## src/rtl/led_blinker_pkg.sv

```systemverilog
// Shared types and default timing for the multi-channel LED blinker.
// Default half-periods assume a 25 MHz clock.
package led_blinker_pkg;

  typedef enum logic [1:0] {
    RATE_0 = 2'd0,
    RATE_1 = 2'd1,
    RATE_2 = 2'd2,
    RATE_3 = 2'd3
  } rate_sel_t;

  localparam int unsigned DEF_HALF_R0 = 125000;    // 100 Hz
  localparam int unsigned DEF_HALF_R1 = 250000;    // 50 Hz
  localparam int unsigned DEF_HALF_R2 = 1250000;   // 10 Hz
  localparam int unsigned DEF_HALF_R3 = 12500000;  // 1 Hz

  function automatic int unsigned max_half(input int unsigned a, input int unsigned b,
                                           input int unsigned c, input int unsigned d);
    int unsigned m;
    m = a;
    if (b > m) m = b;
    if (c > m) m = c;
    if (d > m) m = d;
    return m;
  endfunction

  // Width able to hold max_val - 1, never narrower than one bit.
  function automatic int unsigned cnt_width(input int unsigned max_val);
    return (max_val > 1) ? $clog2(max_val) : 1;
  endfunction

endpackage

```

## src/rtl/blink_channel.sv

```systemverilog
// One LED channel: half-period counter, phase bit and period-aligned rate register.
// Debug outputs exist only when MULTI_LED_BLINKER_DBG_EN is defined.
module blink_channel
  import led_blinker_pkg::*;
#(
  parameter int unsigned HALF_R0 = DEF_HALF_R0,
  parameter int unsigned HALF_R1 = DEF_HALF_R1,
  parameter int unsigned HALF_R2 = DEF_HALF_R2,
  parameter int unsigned HALF_R3 = DEF_HALF_R3,
  parameter int unsigned CNT_W   = cnt_width(max_half(HALF_R0, HALF_R1, HALF_R2, HALF_R3))
) (
  input  logic       i_clock,
  input  logic       i_reset_n,
  input  logic       i_enable,
  input  logic [1:0] i_rate_sel,
  input  logic       i_sync,
  output logic       o_led_drive
`ifdef MULTI_LED_BLINKER_DBG_EN
  ,
  output logic       o_dbg_phase,
  output logic [1:0] o_dbg_rate
`endif
);

  logic [CNT_W-1:0] cnt_q, cnt_d;
  logic [CNT_W-1:0] half_m1;
  logic             phase_q, phase_d;
  logic             led_q, led_d;
  rate_sel_t        rate_q, rate_d;
  logic             wrap;

  always_comb begin
    half_m1 = CNT_W'(HALF_R0 - 1);
    case (rate_q)
      RATE_0: half_m1 = CNT_W'(HALF_R0 - 1);
      RATE_1: half_m1 = CNT_W'(HALF_R1 - 1);
      RATE_2: half_m1 = CNT_W'(HALF_R2 - 1);
      RATE_3: half_m1 = CNT_W'(HALF_R3 - 1);
      default: half_m1 = CNT_W'(HALF_R0 - 1);
    endcase
  end

  // Rate is only reloaded when the counter restarts, so a half-period never changes length.
  always_comb begin
    cnt_d   = cnt_q;
    phase_d = phase_q;
    rate_d  = rate_q;
    wrap    = (cnt_q >= half_m1);
    if (!i_enable || i_sync) begin
      cnt_d   = '0;
      phase_d = 1'b0;
      rate_d  = rate_sel_t'(i_rate_sel);
    end else if (wrap) begin
      cnt_d   = '0;
      phase_d = ~phase_q;
      if (phase_q) begin
        rate_d = rate_sel_t'(i_rate_sel);
      end
    end else begin
      cnt_d = cnt_q + CNT_W'(1);
    end
    led_d = phase_d & i_enable;
  end

  always_ff @(posedge i_clock or negedge i_reset_n) begin
    if (!i_reset_n) begin
      cnt_q   <= '0;
      phase_q <= 1'b0;
      rate_q  <= RATE_0;
      led_q   <= 1'b0;
    end else begin
      cnt_q   <= cnt_d;
      phase_q <= phase_d;
      rate_q  <= rate_d;
      led_q   <= led_d;
    end
  end

  assign o_led_drive = led_q;

`ifdef MULTI_LED_BLINKER_DBG_EN
  assign o_dbg_phase = phase_q;
  assign o_dbg_rate  = rate_q;
`endif

endmodule

```

## src/rtl/multi_led_blinker.sv

```systemverilog
// NUM_CH independent square-wave LED drivers with four selectable rates and a shared sync.
// Define MULTI_LED_BLINKER_DBG_EN to expose raw phase bits and active rate registers.
module multi_led_blinker
  import led_blinker_pkg::*;
#(
  parameter int unsigned NUM_CH  = 4,
  parameter int unsigned HALF_R0 = DEF_HALF_R0,
  parameter int unsigned HALF_R1 = DEF_HALF_R1,
  parameter int unsigned HALF_R2 = DEF_HALF_R2,
  parameter int unsigned HALF_R3 = DEF_HALF_R3
) (
  input  logic                i_clock,
  input  logic                i_reset_n,
  input  logic [NUM_CH-1:0]   i_enable,
  input  logic [2*NUM_CH-1:0] i_rate_sel,
  input  logic                i_sync,
  output logic [NUM_CH-1:0]   o_led_drive
`ifdef MULTI_LED_BLINKER_DBG_EN
  ,
  output logic [NUM_CH-1:0]   o_dbg_phase,
  output logic [2*NUM_CH-1:0] o_dbg_rate
`endif
);

  localparam int unsigned MaxHalf = max_half(HALF_R0, HALF_R1, HALF_R2, HALF_R3);
  localparam int unsigned CntW    = cnt_width(MaxHalf);

  for (genvar n = 0; n < NUM_CH; n++) begin : g_ch
`ifdef MULTI_LED_BLINKER_DBG_EN
    blink_channel #(
      .HALF_R0 (HALF_R0),
      .HALF_R1 (HALF_R1),
      .HALF_R2 (HALF_R2),
      .HALF_R3 (HALF_R3),
      .CNT_W   (CntW)
    ) u_channel (
      .i_clock     (i_clock),
      .i_reset_n   (i_reset_n),
      .i_enable    (i_enable[n]),
      .i_rate_sel  (i_rate_sel[2*n +: 2]),
      .i_sync      (i_sync),
      .o_led_drive (o_led_drive[n]),
      .o_dbg_phase (o_dbg_phase[n]),
      .o_dbg_rate  (o_dbg_rate[2*n +: 2])
    );
`else
    blink_channel #(
      .HALF_R0 (HALF_R0),
      .HALF_R1 (HALF_R1),
      .HALF_R2 (HALF_R2),
      .HALF_R3 (HALF_R3),
      .CNT_W   (CntW)
    ) u_channel (
      .i_clock     (i_clock),
      .i_reset_n   (i_reset_n),
      .i_enable    (i_enable[n]),
      .i_rate_sel  (i_rate_sel[2*n +: 2]),
      .i_sync      (i_sync),
      .o_led_drive (o_led_drive[n])
    );
`endif
  end

endmodule

```

## config.mk

```make
export PLATFORM = sky130hd
export DESIGN_NAME = multi_led_blinker
export DESIGN_NICKNAME = d
export VERILOG_FILES = /design/src/rtl/led_blinker_pkg.sv /design/src/rtl/blink_channel.sv /design/src/rtl/multi_led_blinker.sv
export SDC_FILE = /design/constraint.sdc
export NUM_CORES = 1
export LEC_CHECK = 0
export CORE_MARGIN = 2
export CORE_UTILIZATION = 30
export DETAILED_ROUTE_END_ITERATION = 7
export GPL_ROUTABILITY_DRIVEN = 0
export HOLD_SLACK_MARGIN = 0.08
export SETUP_SLACK_MARGIN = 0.5
export SYNTH_ARGS = -nofsm -noshare
export SYNTH_HDL_FRONTEND = slang
export SYNTH_SLANG_ARGS = --single-unit
```

## constraint.sdc

```tcl
create_clock -name i_clock -period 2.8 [get_ports i_clock]
set_input_delay 0.56 -clock i_clock [delete_from_list [all_inputs] [get_ports i_clock]]
set_output_delay 0.56 -clock i_clock [all_outputs]
set_load 0.005 [all_outputs]
```

==> reports/metrics.cfg <==
[critical_path]
reg2reg_to=g_ch[2].u_channel.rate_q[1]
worst-path-max-fanout=5
r2r_cells=9
reg2reg_from=g_ch[2].u_channel.rate_q[0]
path_common_cell=ha_4
crit_chain=ha_4 -> inv_6 -> ha_4 -> a31o_1 -> a221o_1 -> a211o_1 -> a31oi_4 -> o221a_4 -> mux2_4
criticalPathCategory=register to register
required_ns=3.04
crit_family=compound AO/OA/AOI/OAI gates
reg2reg_slack_ns=0.26
setup.worst_path.start_class=register
cp_data_arrival_time_ns=2.79
worst-path-buf-inv=1
cp-end-kind=register
max_stage_delay_ns=0.46
slowest_stage=dfrtp_2

[sta]
rsz0062_at_grt=yes
finalSetupViolations=0
fmax_mhz=393
maxSlewViolCount=0
finClkSkew_ns=0.00760
period_share_pct=90.8
hold_viol_final=0
worst_pin_slew_ns=0.631
finalSetupTns_ns=0
final_period_minus_worst_setup_slack_ns=2.54
slew_headroom_pct=57.6

[cells_and_area]
final_cells=1154
syn2layout_area_growth_pct=33.6
antenna_cells=0
final_util_pct=41.0
layout-drive-gt1-share_pct=33.3
stdcell_area_um2=10000
num-nets-final=928
ff_latch_area_um2=2810
multi_input_area_um2=5500
num-fill-cells=2311

[hold_path]
hold_class=input port to asynchronous set/reset pin

[clock_network]
cts-root-buf=clkbuf_16
cts_tree=yes
clock-sinks=112
clock_latency_ns=0.36
htreeDepth=3
cts_buffers=9
cts.hold.buffers_added=0
clkTransAtPathRegs_ns=0.07
clockBufferDepth=2

[routing]
ant_nets=0
first_iter_violations=262
drcViolationCount=0
viasPerCell=4.89
wire_per_inst_um=14.6
drt_pass1_iterations=4
wirelength_um=16900
routed-via-count=5645

[global_routing]
grt_pass1_wl_um=27500
grt_pass1_vias=5560
grt_max_degree=56
overflow=0
gr-usage-all-layers_pct=12.8
antenna_found_initial=0

[synthesis]
synth_top_area_share_pct=37.4
synthFlopType=dfrtp_1
synth-seq-cells=112
synth_cell_type_count=66
syn_nets=872
syn_area_per_cell_um2=9.74
netlist_instances=769
yosys_warnings=0
syn_area_um2=7490
ys_async_sr_fraction_pct=100
synth.area.top_cells=dfrtp_1 37%, ha_1 15%, nor2_1 6.0%, xor2_1 6.0%, xnor2_1 5.5%
ys_seq_area_share_pct=37.4
synth-edff-count=0
yosys.area.top_type=dfrtp_1

[floorplanning]
io_pins=19
start_util_pct=30.7
rows=57
die-area_um2=26200
dieWidth_um=162
coreArea_um2=24400
die_h_um=162

[power_and_ir_drop]
leakagePower_nw=3.88
ir_worst_vdd_mv=0.300
p_per_area_nw_per_um2=374

[place]
post_dp_cell_area_um2=8130
place.port_buffers=18
dp_cells=1101
hpwl_um=10700

[outcome]
status=finished, final reports clean

[run]
drv_cap=0

-- layer usage --
metal / up-vias / GRT usage (%) / share of wire, %
li1: 2790 / - / -
met1: 2789 / 17.3 / 45
met2: 47 / 21.0 / 50
met3: 19 / 3.06 / 3.5
met4: 0 / 2.86 / 1.3
met5: - / 0 / 0
-- synth_stat cells, drive strengths merged (9+ instances only) --
cell / instances
xnor2: 47
inv: 28
and3: 15
nand4: 27
a21oi: 24
o211ai: 9
nor3: 15
xor2: 51
nand4b: 9
nand3: 42
nand2: 55
nor2: 139
buf: 17
ha: 88
dfrtp: 112
-- what timing repair did --
item                       CTS  global route
buffers inserted            22             7
gates cloned                 5             3
hold endpoints to repair     0             0
gates resized for setup    130           143
setup endpoints to repair  110           112
pin swaps                   60            51
-- cell usage in the layout, fill, tap and decap left out, types with 6 or more instances in the layout --
cell and count:
buf_4 27, nand4b_1 9, a21oi_2 10, a21oi_1 14, nor2_2 23, ha_4 32, nor2_1 43, inv_4 7
nor3_1 10, xor2_1 51, nor2_4 73, nand4_1 27, nand3_1 36, and4_1 6, dfrtp_2 8, o211ai_1 8
and3_1 12, clkdlybuf4s50_1 17, mux2_4 6, clkbuf_16 12, buf_6 7, nand2_1 54, inv_1 13, buf_12 10
xnor2_1 46, ha_1 54, dfrtp_1 104
-- worst max-delay path by stage --
stage,depth (start not counted),startpoint,slack [ns],to
after detailed placement,9,g_ch[2].u_channel.rate_q[1],0.16,g_ch[2].u_channel.rate_q[1]
final,9,g_ch[2].u_channel.rate_q[0],0.26,g_ch[2].u_channel.rate_q[1]
after CTS,9,g_ch[2].u_channel.rate_q[0],0.25,g_ch[2].u_channel.rate_q[1]
after global placement,10,g_ch[2].u_channel.rate_q[0],0.21,g_ch[2].u_channel.cnt_q[3]
after global routing,11,g_ch[0].u_channel.rate_q[1],0.14,g_ch[0].u_channel.cnt_q[11]
after floorplan,9,g_ch[2].u_channel.rate_q[1],0.25,g_ch[2].u_channel.rate_q[0]
-- through the flow --
step / power, mW / hold WS, ns / setup slack (ns)
after floorplan: 1.97 / 0.264 / 0.251
after global placement: 2.10 / 0.448 / 0.207
after CTS: 3.68 / 0.164 / 0.255
after detailed placement: 2.11 / 0.462 / 0.156
final: 3.74 / 0.151 / 0.257
after global routing: 3.92 / 0.174 / 0.144
-- power by group --
group	switching [mW]	internal, mW
Clock	0.593	0.808
Combinational	0.364	0.313
Sequential	0.0298	1.64
-- cell type report --
| cell class | instances | area share [%] |
|---|---|---|
| multi-input combinational | 606 | 54.9 |
| sequential | 112 | 28.1 |
| timing repair buffer | 68 | 8.24 |
| tap | 324 | 4.05 |
| clock buffer | 11 | 2.43 |
| inverter | 28 | 1.43 |
| clock inverter | 5 | 0.800 |
-- cell families after synthesis --
| group | synth area share, % |
|---|---|
| buffers and inverters | 3.66 |
| adder cells (fa/ha/maj) | 14.7 |
| AND/OR/NAND/NOR | 24.6 |
| AO/OA/AOI/OAI | 6.97 |
| XOR/XNOR | 11.5 |
| multiplexers | 1.17 |
| flip-flops | 37.4 |
-- state kept, by name, indices dropped and copies added, names as in the netlist --
signal and cells:
g_ch.u_channel.rate_q 8, g_ch.u_channel.phase_q 4, g_ch.u_channel.cnt_q 96, g_ch.u_channel.o_led_drive 4
-- worst register-to-register path, delay by kind of cell (launching register included) --
family	cells	cell delay, ns
DFF	1	0.46
adders and majority gates	2	0.40
muxes	1	0.29
buffers and inverters	1	0.08
AOI/OAI and AO/OA	5	1.21
Note: power is estimated with default switching activity, not from simulation.
